--- src/rtl/result_stream_tx.sv ---
// Snapshots NUM_CH result words and streams them as NIB_W-bit symbols with a
// stretched strobe. Channel 0 goes first, and each channel is sent least-significant symbol first.
//
// state    | meaning
// ---------|-------------------------------------------------------------
// S_IDLE   | waiting for start; results are captured on any clk with start=1
// S_ARM    | snapshot held, waiting for the first tick to present symbol 0
// S_STROBE | strobe high, down-counting STROBE_TICKS ticks
// S_GAP    | strobe low, down-counting GAP_TICKS ticks, then next symbol / frame end
module result_stream_tx #(
  parameter int NUM_CH       = 3,
  parameter int RES_W        = 16,
  parameter int NIB_W        = 4,
  parameter int STROBE_TICKS = 3,
  parameter int GAP_TICKS    = 1
) (
  input  logic                    clk,
  input  logic                    reset_n,
  input  logic                    tick,
  input  logic                    start,
  input  logic [NUM_CH*RES_W-1:0] results,
  input  logic                    repeat_mode,
  output logic [NIB_W-1:0]        data_out,
  output logic                    strobe,
  output logic                    frame_start,
  output logic                    busy,
  output logic                    done
);

  localparam int NPC   = (RES_W + NIB_W - 1) / NIB_W;
  localparam int SYMS  = NUM_CH * NPC;
  localparam int SH_W  = SYMS * NIB_W;
  localparam int IDX_W = (SYMS > 1) ? $clog2(SYMS) : 1;
  localparam int S_W   = (STROBE_TICKS > 1) ? $clog2(STROBE_TICKS) : 1;
  localparam int G_W   = (GAP_TICKS > 1) ? $clog2(GAP_TICKS) : 1;
  localparam int TMR_W = (S_W > G_W) ? S_W : G_W;

  localparam logic [TMR_W-1:0] STR_LOAD = TMR_W'(STROBE_TICKS - 1);
  localparam logic [TMR_W-1:0] GAP_LOAD = TMR_W'(GAP_TICKS - 1);
  localparam logic [IDX_W-1:0] LAST_IDX = IDX_W'(SYMS - 1);

  typedef enum logic [1:0] {S_IDLE, S_ARM, S_STROBE, S_GAP} state_t;

  state_t             state_q, state_d;
  logic [SH_W-1:0]    shadow_q, shadow_d;
  logic [IDX_W-1:0]   idx_q, idx_d;
  logic [TMR_W-1:0]   tmr_q, tmr_d;
  logic [NIB_W-1:0]   data_q, data_d;
  logic               strobe_q, strobe_d;
  logic               fs_q, fs_d;
  logic               busy_q, busy_d;
  logic               done_q, done_d;

  logic [SH_W-1:0]    padded;
  logic [IDX_W-1:0]   idx_inc;

  // Each channel occupies NPC whole symbols; unused top bits stay zero.
  always_comb begin
    padded = '0;
    for (int c = 0; c < NUM_CH; c++) begin
      padded[c*NPC*NIB_W +: RES_W] = results[c*RES_W +: RES_W];
    end
  end

  assign idx_inc = idx_q + IDX_W'(1);

  always_ff @(posedge clk or negedge reset_n) begin
    if (!reset_n) begin
      state_q  <= S_IDLE;
      shadow_q <= '0;
      idx_q    <= '0;
      tmr_q    <= '0;
      data_q   <= '0;
      strobe_q <= 1'b0;
      fs_q     <= 1'b0;
      busy_q   <= 1'b0;
      done_q   <= 1'b0;
    end else begin
      state_q  <= state_d;
      shadow_q <= shadow_d;
      idx_q    <= idx_d;
      tmr_q    <= tmr_d;
      data_q   <= data_d;
      strobe_q <= strobe_d;
      fs_q     <= fs_d;
      busy_q   <= busy_d;
      done_q   <= done_d;
    end
  end

  always_comb begin
    state_d  = state_q;
    shadow_d = shadow_q;
    idx_d    = idx_q;
    tmr_d    = tmr_q;
    data_d   = data_q;
    strobe_d = strobe_q;
    fs_d     = fs_q;
    busy_d   = busy_q;
    done_d   = 1'b0;

    case (state_q)
      S_IDLE: begin
        if (start) begin
          shadow_d = padded;
          busy_d   = 1'b1;
          idx_d    = '0;
          state_d  = S_ARM;
        end
      end

      S_ARM: begin
        if (tick) begin
          data_d   = shadow_q[NIB_W-1:0];
          strobe_d = 1'b1;
          fs_d     = 1'b1;
          tmr_d    = STR_LOAD;
          state_d  = S_STROBE;
        end
      end

      S_STROBE: begin
        if (tick) begin
          if (tmr_q == '0) begin
            strobe_d = 1'b0;
            fs_d     = 1'b0;
            tmr_d    = GAP_LOAD;
            state_d  = S_GAP;
          end else begin
            tmr_d = tmr_q - TMR_W'(1);
          end
        end
      end

      S_GAP: begin
        if (tick) begin
          if (tmr_q != '0) begin
            tmr_d = tmr_q - TMR_W'(1);
          end else if (idx_q != LAST_IDX) begin
            idx_d    = idx_inc;
            data_d   = shadow_q[idx_inc*NIB_W +: NIB_W];
            strobe_d = 1'b1;
            tmr_d    = STR_LOAD;
            state_d  = S_STROBE;
          end else if (repeat_mode) begin
            // Fresh snapshot goes straight out, so the symbol period is unbroken.
            shadow_d = padded;
            idx_d    = '0;
            data_d   = padded[NIB_W-1:0];
            strobe_d = 1'b1;
            fs_d     = 1'b1;
            tmr_d    = STR_LOAD;
            state_d  = S_STROBE;
          end else begin
            idx_d   = '0;
            busy_d  = 1'b0;
            done_d  = 1'b1;
            state_d = S_IDLE;
          end
        end
      end

      default: state_d = S_IDLE;
    endcase
  end

  assign data_out    = data_q;
  assign strobe      = strobe_q;
  assign frame_start = fs_q;
  assign busy        = busy_q;
  assign done        = done_q;

endmodule

--- config.mk ---
export PLATFORM = sky130hd
export DESIGN_NAME = result_stream_tx
export DESIGN_NICKNAME = d
export VERILOG_FILES = /design/src/rtl/result_stream_tx.sv
export SDC_FILE = /design/constraint.sdc
export NUM_CORES = 1
export LEC_CHECK = 0
export BUFFER_PORTS_ARGS = -buffer_cell sky130_fd_sc_hd__buf_2
export CELL_PAD_IN_SITES_DETAIL_PLACEMENT = 0
export CELL_PAD_IN_SITES_GLOBAL_PLACEMENT = 1
export CORE_AREA = 2 2 88 90
export CTS_CLUSTER_SIZE = 30
export DETAILED_ROUTE_END_ITERATION = 12
export DIE_AREA = 0 0 90 92
export GPL_TIMING_DRIVEN = 1
export PLACE_DENSITY_LB_ADDON = 0.05
export SLEW_MARGIN = 20
export SYNTH_ARGS = -nofsm -noshare
export SYNTH_HDL_FRONTEND = slang
export SYNTH_SLANG_ARGS = --single-unit
--- constraint.sdc ---
create_clock -name clk -period 2.45 [get_ports clk]
set_input_delay 0.1225 -clock clk [delete_from_list [all_inputs] [get_ports clk]]
set_output_delay 0.1225 -clock clk [all_outputs]
set_load 0.05 [all_outputs]
-- Word level (Yosys, flattened, before mapping)
Cells that the tools add are included.
- add/subtract/negate cells: 2
- muxes and demuxes: 56
- reductions and logical operators: 14
- shifts and indexed selects: 1
- equality and inequality tests: 15
- operator list (kind ; number):
    $mux W48 ; 5
    $pmux W48 S2 ; 1
    $shiftx A48 B7 Y4 ; 1
    $mux W4 ; 9
    $mux W2 ; 14
    $mux W1 ; 20
    $ne A2 B2 Y1 const B ; 9
    $reduce_and A6 Y1 ; 3
    $pmux W4 S2 ; 2
    $reduce_and A5 Y1 ; 2
    $ne A4 B4 Y1 const B ; 2
    $pmux W2 S4 ; 1
    $reduce_and A8 Y1 ; 1
    $reduce_and A7 Y1 ; 1
    $pmux W1 S3 ; 2
    $pmux W2 S3 ; 1
    $reduce_bool A2 Y1 ; 3
    $add A4 B1 Y4 const B ; 1
    $eq A2 B2 Y1 const B ; 2
    $logic_not A2 Y1 ; 2
    $reduce_and A4 Y1 ; 1
    $ne A3 B3 Y1 const B ; 1
    $reduce_bool A3 Y1 ; 1
    $eq A2 B1 Y1 const B ; 1
    2 further kinds ; 2
- output and inout port bits: 8
- logic and storage cells: 97
- input port bits: 53
- register bits: 64

-- Depth between registers and ports, before layout
Gate-level depths: netlist of run 1.
- word-level depth: 6
- mapped depth: 8
- mapped depth without buffers: 6

-- Least setup slack after synthesis of run 1
No wires, ideal clock.
- kind: reg2reg
- from: register tmr_q[0]
- to: register shadow_q[20]
- arrival: 1747 ps
- clock period less this slack: 1872 ps
- library setup time: 125 ps
- required time: 2325 ps
- cell stages (with the launch flop): 9
- slack: 578 ps
- path buffers: 2
- path through: dfrtp_1 -> inv_1 -> ha_1 -> inv_2 -> nor3_2 -> a31o_1 -> buf_6 -> buf_12 -> mux2_4
- longest elaborated chain between the ends: 3
- ends and longest elaborated chain (what ; line ; text):
    from (decl) ; 47 ; logic [TMR_W-1:0] tmr_q, tmr_d;
    from (signal assigned) ; 82 ; tmr_q <= tmr_d;
    $reduce_bool A2 Y1 ; 137 ; if (tmr_q != '0) begin
    $ne A2 B2 Y1 (no line) ; n/a ;
    $reduce_and A6 Y1 (no line) ; n/a ;
    to (signal assigned) ; 80 ; shadow_q <= shadow_d;
    to (decl) ; 45 ; logic [SH_W-1:0] shadow_q, shadow_d;
Every way passes these cells.
A chain may end at the register's enable or synchronous reset.

-- Worst setup path after layout of run 1
- from: register tmr_q[0]
- to: register shadow_q[39]
The elaborated chain is that of the path after synthesis.

==> results.py, run 1 <==
metrics = {
    "clocking": {
        "clockRootBuffer": "clkbuf_8",
        "path_clk_slew_ps": 70,
        "cts_tree": "yes",
        "clk_latency_ps": 330,
        "cts_buffers": 9,
        "ctsHoldBuffers": 4,
        "cts_resized": 0,
        "postCtsSetupRepairBufs": 0,
        "clockBufferDepth": 2,
        "htree_levels": 3,
        "clkSinkCount": 64,
    },
    "finish": {
        "drive_gt1_share_pct": 50.17,
        "n_antenna_cell": 0,
        "nets": 353,
        "area_delta_synth_final_pct": 18.82,
        "mostFrequentLayoutCells": "dfrtp_1 (64), buf_2 (60), mux2_2 (33)",
        "n_fill_cell": 675,
        "final_common_cell": "dfrtp_1",
    },
    "route": {
        "via_count": 2077,
        "first_pass_iters": 4,
        "ant_nets": 0,
        "drc": 0,
        "viasPerCell": 5.180,
        "wl_per_cell_um": 16.41,
        "dr.first_iter.drc_count": 94,
        "wl_um": 6582,
    },
    "sta": {
        "fin_crit_sh_pct": 84.36,
        "finalHoldViolations": 0,
        "skew_ps": 9.883,
        "finalSetupViolations": 0,
        "tightest_slew_ps": 582.8,
        "totalNegativeSetupSlack_ps": 0,
        "relSlewSlack_pct": 61.15,
        "min_period_ps": 2067,
        "rsz0062_at_grt": "false",
        "fmax_mhz": 483.8,
        "timing.hold.ws_ps": 16.07,
        "finalMaxSlewViolations": 0,
    },
    "power": {
        "seq_power_share_pct": 38.1,
        "irDropWorstVdd_mv": 0.3170,
        "power.density_nw_per_um2": 902.6,
        "internal_power_mw": 2.279,
        "pwr-share-clk_pct": 26.0,
        "power.leakage_nw": 1.791,
        "p_sw_mw": 1.187,
        "swShare_pct": 34.26,
        "comb_power_share_pct": 35.9,
    },
    "run": {
        "cap_violations": 0,
    },
    "setup_path": {
        "cp.required_ps": 2670,
        "endpoint_kind": "flip-flop",
        "cp_data_arrival_time_ps": 2280,
        "worstSetupPathType": "reg2reg",
        "start_kind": "flip-flop",
        "crit_fanout": 48,
    },
    "global_route": {
        "antenna_found_initial": 0,
        "grtUsageMet1_pct": 24.95,
        "grt_max_degree": 49,
        "grt_pass1_wl_um": 11230,
        "use_met2_pct": 25.44,
        "grt_pass1_vias": 2174,
        "grt_usage_pct": 17.33,
        "grt_use_met3_pct": 4.026,
        "grt.overflow.total": 0,
        "busiest_layer": "met2",
    },
    "place": {
        "gp_congestion": 0.7699,
        "portBuffers": 60,
        "dp_hpwl_um": 4677,
    },
    "min_path": {
        "hp-class": "in2reg",
    },
    "floorplanning": {
        "core_sq_um": 7447,
        "ios": 61,
        "start_util_pct": 43.40,
        "die_area_sq_um": 8280,
        "num_rows": 32,
        "die_h_um": 92,
        "die_w_um": 90,
    },
    "yosys": {
        "synth_nets": 287,
        "synth_seq_area_share_pct": 49.55,
        "ys_types": 41,
        "synth_async_sr_flop_share_pct": 100.0,
        "syn_area_sq_um": 3232,
        "syn_inst": 230,
        "yosysWarnings": 0,
        "syn_avg_cell_area_sq_um": 14.05,
        "synth_seq_cells": 64,
        "synth_ff_type": "dfrtp_1",
        "synth_edf_count": 0,
    },
    "outcome": {
        "status": "complete, no violations",
    },
}
## critical path, cell delays in order, from the launching register on
cell     delay (ps)
dfrtp_1         400
inv_1            80
ha_1            290
inv_2            80
nor3_2          210
a31o_2          210
buf_12          260
mux2_2          370
## cells by family (layout without fill, tap and decap cells)
family,after synthesis,in the layout,synth area share [%]
buffers and inverters,22,91,4.723
adder cells (fa/ha/maj),4,4,1.549
AND/OR/NAND/NOR,32,32,6.001
flip-flops,64,64,49.55
multiplexers,66,66,29.46
XOR/XNOR,1,1,0.2711
AO/OA/AOI/OAI,41,41,8.440
## per-stage QoR
| step | utilization, % | setup slack, ps | instances | power (mW) | area [sq um] |
|---|---|---|---|---|---|
| floorplan | - | 577.9 | 230 | 2.283 | 3232 |
| global placement | 48.29 | 425.9 | 382 | 2.593 | 3596 |
| detailed placement | 48.29 | 389.2 | 382 | 2.597 | 3596 |
| CTS | 51.43 | 376.4 | 400 | 3.523 | 3830 |
| global route | 51.56 | 236.9 | 401 | 3.701 | 3840 |
| finish | 51.56 | 383.2 | 401 | 3.466 | 3840 |
## flip-flops by register name (all words and copies together) (netlist names)
| name | cells |
|---|---|
| shadow_q | 48 |
| data_out | 4 |
| idx_q | 4 |
| state_q | 2 |
| tmr_q | 2 |
| busy | 1 |
| done | 1 |
| frame_start | 1 |
| strobe | 1 |
## cell usage after synthesis, drive strengths merged (2+ instances only)
cell type	n	area share, %
nand4	3	0.58
inv	7	0.81
o22ai	3	0.58
dfrtp	64	50
nand2	9	1.0
and3b	2	0.54
o21ai	6	0.93
ha	4	1.5
a31oi	7	1.4
nor3	3	0.62
a21oi	10	1.5
a31o	2	0.54
nor2	4	0.46
a221oi	4	1.1
a22o	3	0.81
nand2b	4	0.77
nand3	2	0.31
mux4	12	8.4
mux2	53	21
buf	14	3.8
## per-layer routing
metal,vias to the layer above,share of wire [%]
li1,995,-
met1,1007,50
met2,65,43
met3,10,5.1
met4,0,1.6
met5,-,0
## final timing paths
kind | cells after the start | start | slack, ps | to
max reg2reg | 7 | tmr_q[0] | 380 | shadow_q[39]
max | 7 | tmr_q[0] | 380 | shadow_q[39]
min in group asynchronous | 2 | reset_n | 320 | shadow_q[4]
min reg2reg | 1 | shadow_q[41] | 500 | shadow_q[41]
min | 2 | results[17] | 20 | shadow_q[17]
max in group asynchronous | 3 | reset_n | 1510 | shadow_q[38]
## area by class of cell
class | instances | area, sq um | area share [%]
timing repair buffer | 70 | 412.9 | 10.75
inverter | 7 | 26.28 | 0.6843
clock inverter | 3 | 42.54 | 1.108
tap | 102 | 127.6 | 3.324
multi-input combinational | 144 | 1478 | 38.48
sequential | 64 | 1602 | 41.71
clock buffer | 11 | 151.4 | 3.943
## power by group through the flow
stage	registers [mW]	clock network, mW	logic, mW
floorplan	1.42	0	0.863
global placement	1.34	0	1.25
detailed placement	1.34	0	1.26
CTS	1.32	0.939	1.26
global route	1.35	0.987	1.37
finish	1.32	0.902	1.24
(Power assumes the default switching activity.)
==> run 2: changes to the inputs <==
--- a/config.mk
+++ b/config.mk
@@ -8,10 +8,10 @@
 export BUFFER_PORTS_ARGS = -buffer_cell sky130_fd_sc_hd__buf_2
 export CELL_PAD_IN_SITES_DETAIL_PLACEMENT = 0
 export CELL_PAD_IN_SITES_GLOBAL_PLACEMENT = 1
-export CORE_AREA = 2 2 88 90
+export CORE_AREA = 2 2 92 94
 export CTS_CLUSTER_SIZE = 30
 export DETAILED_ROUTE_END_ITERATION = 12
-export DIE_AREA = 0 0 90 92
+export DIE_AREA = 0 0 94 96
 export GPL_TIMING_DRIVEN = 1
 export PLACE_DENSITY_LB_ADDON = 0.05
 export SLEW_MARGIN = 20
==> constraint.sdc (replaced) <==
create_clock -name clk -period 1.9 [get_ports clk]
set_input_delay 0.095 -clock clk [delete_from_list [all_inputs] [get_ports clk]]
set_output_delay 0.095 -clock clk [all_outputs]
set_load 0.05 [all_outputs]
==> run 2 against run 1 <==
Global-route usage increased by 0.59 points. Core utilization rose by 5.0 points. Sequential cell count stayed put. Via count increased by 12%. Die area increased by 9.0%. Design area is 19% higher. Register-to-register slack got worse by 320 ps.
==> results.py, run 2 (synthesis gave the netlist of run 1 again) <==
metrics = {
    "outcome": {
        "status": "complete, no violations",
    },
    "route": {
        "wl_per_cell_um": 16.84,
        "dr.first_iter.drc_count": 56,
        "drc": 0,
        "via_count": 2332,
        "first_pass_iters": 4,
        "wl_um": 7883,
        "ant_nets": 0,
        "viasPerCell": 4.983,
    },
    "power": {
        "swShare_pct": 34.87,
        "pwr-share-clk_pct": 25.3,
        "irDropWorstVdd_mv": 0.4963,
        "internal_power_mw": 3.132,
        "power.leakage_nw": 2.104,
        "p_sw_mw": 1.676,
        "finalPower_mw": 4.808,
        "comb_power_share_pct": 40.6,
        "power.density_nw_per_um2": 1057,
        "seq_power_share_pct": 34.1,
    },
    "setup_path": {
        "worstSetupPathType": "reg2reg",
        "cp.required_ps": 2130,
        "start_kind": "flip-flop",
        "cp_slowest_stage_delay_ps": 360,
        "endpoint_kind": "flip-flop",
        "crit_buf_inv": 1,
        "critPathSlowestCell": "dfrtp_1",
        "path_delay_family": "flip-flops",
        "cp_data_arrival_time_ps": 2070,
        "cp_cell_sequence": "ha_2 -> nand3b_4 -> nor3_4 -> a31o_4 -> clkbuf_16 -> mux2_2",
        "crit_fanout": 7,
    },
    "sta": {
        "totalNegativeSetupSlack_ps": 0,
        "rsz0062_at_grt": "true",
        "fmax_mhz": 545.2,
        "skew_ps": 11.31,
        "setup_ws_ps": 65.79,
        "min_period_ps": 1834,
        "finalMaxSlewViolations": 0,
        "finalSetupViolations": 0,
        "fin_crit_sh_pct": 96.54,
        "tightest_slew_ps": 696.2,
        "timing.hold.ws_ps": 11.63,
        "relSlewSlack_pct": 53.58,
        "finalHoldViolations": 0,
    },
    "clocking": {
        "path_clk_slew_ps": 80,
        "clockBufferDepth": 2,
        "clkSinkCount": 64,
        "clockRootBuffer": "clkbuf_8",
        "cts_buffers": 9,
        "clk_latency_ps": 350,
        "cts_tree": "yes",
        "htree_levels": 3,
    },
    "finish": {
        "nets": 415,
        "drive_gt1_share_pct": 48.21,
        "final_common_cell": "dfrtp_1",
        "n_antenna_cell": 0,
        "area_delta_synth_final_pct": 40.81,
        "n_fill_cell": 708,
        "regMostFlops": "shadow_q",
        "largest_reg_flops": 48,
        "mostFrequentLayoutCells": "dfrtp_1 (64), buf_2 (60), dlygate4sd3_1 (48)",
    },
    "global_route": {
        "grt_usage_pct": 17.91,
        "antenna_found_initial": 0,
        "grt.overflow.total": 0,
        "grt_max_degree": 38,
        "grt_pass1_vias": 2460,
        "grt_pass1_wl_um": 12160,
    },
    "run": {
        "cap_violations": 0,
    },
    "place": {
        "dp_slack_ps": -2.375,
        "dp_hpwl_um": 5102,
        "gp_congestion": 0.7651,
        "portBuffers": 60,
    },
    "floorplanning": {
        "die_w_um": 94,
        "die_area_sq_um": 9024,
        "num_rows": 33,
        "ios": 61,
        "start_util_pct": 40.14,
        "core_sq_um": 8051,
        "die_h_um": 96,
    },
    "min_path": {
        "hp-class": "in2reg",
    },
}
[run 2: cell type report]
type	count	area, sq um	share of cell area (%)
Tap cell	105	131.4	2.887
Clock inverter	6	67.56	1.485
Multi-Input combinational cell	144	1515	33.30
Inverter	7	26.28	0.5774
Timing Repair Buffer	132	1071	23.54
Clock buffer	10	137.6	3.024
Sequential cell	64	1602	35.19
[run 2: final timing paths]
check                        startpoint      endpoint  slack, ps  cells past startpoint
min in group asynchronous       reset_n   shadow_q[3]        320                      2
setup / recovery               idx_q[1]  shadow_q[10]         70                      6
hold / removal               results[2]   shadow_q[2]         10                      2
setup reg to reg               idx_q[1]  shadow_q[10]         70                      6
max in group asynchronous       reset_n  shadow_q[41]        920                      3
hold reg to reg            shadow_q[12]  shadow_q[12]        510                      1
[run 2: layer usage]
metal  GRT usage, %  vias to the layer above  routed length, um
li1               -                     1120                  -
met1          24.57                     1151               3834
met2          28.39                       51               3674
met3          2.897                       10                247
met4          7.609                        0                127
met5              0                        -                  0
[run 2: power groups by stage]
stage	clock network (mW)	registers, mW	logic [mW]
after floorplan	0	1.83	1.11
after global placement	0	1.66	1.85
after detailed placement	0	1.66	1.86
after CTS	1.25	1.64	1.95
after global routing	1.30	1.66	2.13
final	1.22	1.64	1.95
[run 2: what timing repair did]
action | CTS | global route
pin swaps | 1 | 3
buffers inserted | 0 | 2
hold endpoints to repair | 74 | 0
resized for setup | 1 | 8
gates cloned | 0 | 5
setup endpoints to repair | 9 | 50
hold buffers | 48 | 0
[run 2: metrics by stage]
stage	utilization (%)	area, sq um	std cells
global placement	46.14	3715	397
global route	56.52	4551	468
floorplan	-	3232	230
finish	56.52	4551	468
detailed placement	46.14	3715	397
CTS	54.76	4409	461
==> run 3: changes to the inputs <==
--- a/config.mk
+++ b/config.mk
@@ -5,13 +5,14 @@
 export SDC_FILE = /design/constraint.sdc
 export NUM_CORES = 1
 export LEC_CHECK = 0
+export ABC_AREA = 1
 export BUFFER_PORTS_ARGS = -buffer_cell sky130_fd_sc_hd__buf_2
 export CELL_PAD_IN_SITES_DETAIL_PLACEMENT = 0
 export CELL_PAD_IN_SITES_GLOBAL_PLACEMENT = 1
-export CORE_AREA = 2 2 92 94
+export CORE_AREA = 2 2 98 100
 export CTS_CLUSTER_SIZE = 30
 export DETAILED_ROUTE_END_ITERATION = 12
-export DIE_AREA = 0 0 94 96
+export DIE_AREA = 0 0 100 102
 export GPL_TIMING_DRIVEN = 1
 export PLACE_DENSITY_LB_ADDON = 0.05
 export SLEW_MARGIN = 20
==> run 3 against run 2 <==
Synthesized cell count rose by 68%. Critical path depth increased by 1. Setup slack improved by 84 ps. Total power increased by 49%. Wire length rose by 1.9%. Non-clock buffer count shrank 23. Largest cell class unchanged. Sequential power grew 40%. Highest routed layer unchanged. Global-route usage decreased by 0.59 points. Count of clock-buffer cells in the layout increased by 4.
==> results.py, run 3 <==
metrics = {
    "outcome": {
        "status": "complete, no violations",
    },
    "clocking": {
        "postCtsSetupRepairBufs": 0,
        "htree_levels": 3,
        "cts_buffers": 9,
        "clkSinkCount": 64,
        "clockBufferDepth": 2,
        "path_clk_slew_ps": 70,
        "cts_tree": "yes",
        "clk_latency_ps": 340,
        "clockRootBuffer": "clkbuf_8",
    },
    "finish": {
        "nets": 547,
        "drive_gt1_share_pct": 25.05,
        "multi_input_area_sq_um": 1423,
        "n_fill_cell": 907,
        "utilization_pct": 48.05,
        "n_antenna_cell": 0,
        "final_common_cell": "nand2_1",
        "regMostFlops": "shadow_q",
        "largest_reg_flops": 48,
        "seq_area_sq_um": 1602,
        "area_delta_synth_final_pct": 31.50,
        "mostFrequentLayoutCells": "nand2_1 (77), dfrtp_1 (64), buf_2 (60)",
    },
    "global_route": {
        "grt.overflow.total": 0,
        "grt_usage_pct": 17.32,
        "grt_max_degree": 65,
        "grt_pass1_wl_um": 13610,
        "grt_pass1_vias": 2755,
        "antenna_found_initial": 0,
    },
    "setup_path": {
        "endpoint_kind": "flip-flop",
        "path_delay_family": "buffers and inverters",
        "start_kind": "flip-flop",
        "worstSetupPathType": "reg2reg",
        "cp_cell_sequence": "inv_1 -> ha_1 -> nand2_1 -> o21ai_2 -> nand2_4 -> buf_4 -> mux2_2",
        "crit_fanout": 30,
        "crit_buf_inv": 2,
        "critPathSlowestCell": "mux2_2",
        "cp_data_arrival_time_ps": 1970,
        "cp.required_ps": 2120,
        "cp_slowest_stage_delay_ps": 380,
    },
    "power": {
        "comb_power_share_pct": 49.0,
        "seq_power_share_pct": 32.1,
        "swShare_pct": 40.78,
        "p_sw_mw": 2.917,
        "irDropWorstVdd_mv": 0.6361,
        "power.density_nw_per_um2": 1634,
        "finalPower_mw": 7.152,
        "power.leakage_nw": 2.230,
        "internal_power_mw": 4.235,
        "pwr-share-clk_pct": 18.9,
    },
    "route": {
        "wl_per_cell_um": 13.25,
        "viasPerCell": 4.512,
        "wl_um": 8030,
        "first_pass_iters": 4,
        "via_count": 2734,
        "ant_nets": 0,
        "dr.first_iter.drc_count": 88,
        "drc": 0,
    },
    "sta": {
        "min_period_ps": 1750,
        "relSlewSlack_pct": 71.04,
        "setup_ws_ps": 149.6,
        "rsz0062_at_grt": "false",
        "finalHoldViolations": 0,
        "timing.hold.ws_ps": 14.81,
        "totalNegativeSetupSlack_ps": 0,
        "skew_ps": 7.090,
        "fmax_mhz": 571.3,
        "tightest_slew_ps": 434.4,
        "fin_crit_sh_pct": 92.12,
        "finalSetupViolations": 0,
        "finalMaxSlewViolations": 0,
    },
    "yosys": {
        "synth_nets": 443,
        "synth_top_area_share_pct": 48.12,
        "synth_edf_count": 0,
        "synth_ff_type": "dfrtp_1",
        "synth_async_sr_flop_share_pct": 100.0,
        "synth_seq_cells": 64,
        "synth_top_area_cell": "dfrtp_1",
        "synth.area.top_cells": "dfrtp_1 (48%), nand2_1 (8.7%), mux2_4 (6.3%)",
        "synth.most_common_cell": "nand2_1",
        "ys_types": 26,
        "syn_avg_cell_area_sq_um": 8.622,
        "yosysWarnings": 0,
        "synth_seq_area_share_pct": 48.12,
        "syn_area_sq_um": 3328,
        "syn_inst": 386,
        "synthTopCellsByCount": "nand2_1 (77), dfrtp_1 (64), inv_1 (52), nor2_1 (52), nand3_1 (30)",
    },
    "floorplanning": {
        "num_rows": 35,
        "die_h_um": 102,
        "die_area_sq_um": 10200,
        "ios": 61,
        "core_sq_um": 9109,
        "start_util_pct": 36.54,
        "die_w_um": 100,
    },
    "place": {
        "gp_congestion": 0.8675,
        "dp_hpwl_um": 5692,
        "portBuffers": 60,
        "dp_slack_ps": 140.6,
    },
    "run": {
        "cap_violations": 0,
    },
    "min_path": {
        "hp-class": "in2reg",
    },
}
-- run 3: changes by cell type after synthesis, moves of 7 or more --
cell,previous run,this run
nor2_1,4,52
inv_1,6,52
mux4_2,12,0
a21oi_2,0,20
nand2_1,9,77
nand3_1,2,30
o21ai_0,6,15
a21oi_1,10,17
mux2_2,33,2
-- run 3: metal layers --
layer | share of wire, % | global-route usage (%) | up-vias
met3 | 3.5 | 3.215 | 11
met4 | 1.8 | 7.692 | 0
met1 | 53 | 25.43 | 1226
li1 | - | - | 1435
met5 | 0 | 0 | -
met2 | 42 | 24.90 | 62
-- run 3: final cells by class --
type | count | area share, %
clock buffers | 14 | 3.945
clock inverters | 2 | 1.372
inverters | 53 | 4.545
multi-input cells | 253 | 32.50
flip-flops and latches | 64 | 36.59
well taps | 111 | 3.173
repair buffers | 109 | 17.87
-- run 3: per-stage QoR --
step,cells,area (sq um)
after floorplan,386,3328
after global placement,551,3750
after detailed placement,551,3750
after CTS,606,4373
after global routing,606,4377
final,606,4377
-- run 3: kinds of logic (layout without fill, tap and decap cells) --
kind of cell	count (synthesis)	after routing	share of synthesized area [%]
xor+xnor	5	5	1.316
compound gates	64	64	12.52
mux	16	16	6.992
flops	64	64	48.12
buf+inv	69	178	9.135
simple gates	164	164	20.41
fa+ha+maj	4	4	1.504
-- run 3: path summary, 6_finish.rpt --
path	slack, ps	start	to	depth (start not counted)
min in group asynchronous	300	reset_n	shadow_q[28]	3
min	10	results[8]	shadow_q[8]	3
max	150	tmr_q[0]	shadow_q[40]	7
min reg2reg	470	strobe	strobe	2
max reg2reg	150	tmr_q[0]	shadow_q[40]	7
max in group asynchronous	1320	reset_n	shadow_q[39]	3
-- run 3: repair_timing --
action	4_1_cts	5_1_grt
hold buffers	39	0
resized for setup	0	1
hold endpoints to repair	102	0
endpoints found under the setup margin	0	3
-- run 3: power by group through the flow --
stage          Sequential (mW)  Combinational (mW)  Clock, mW
2_1_floorplan             2.44                2.47          0
3_3_place_gp              2.32                3.46          0
3_5_place_dp              2.33                3.47          0
4_1_cts                   2.31                3.54       1.41
5_1_grt                   2.38                3.99       1.46
6_report                  2.30                3.50       1.35
-- run 3: worst reg2reg max path, stage by stage (launching register included) --
cell and delay, ps:
dfrtp_1 370, inv_1 70, ha_1 210, nand2_1 70
o21ai_2 80, nand2_4 70, buf_4 370, mux2_2 400
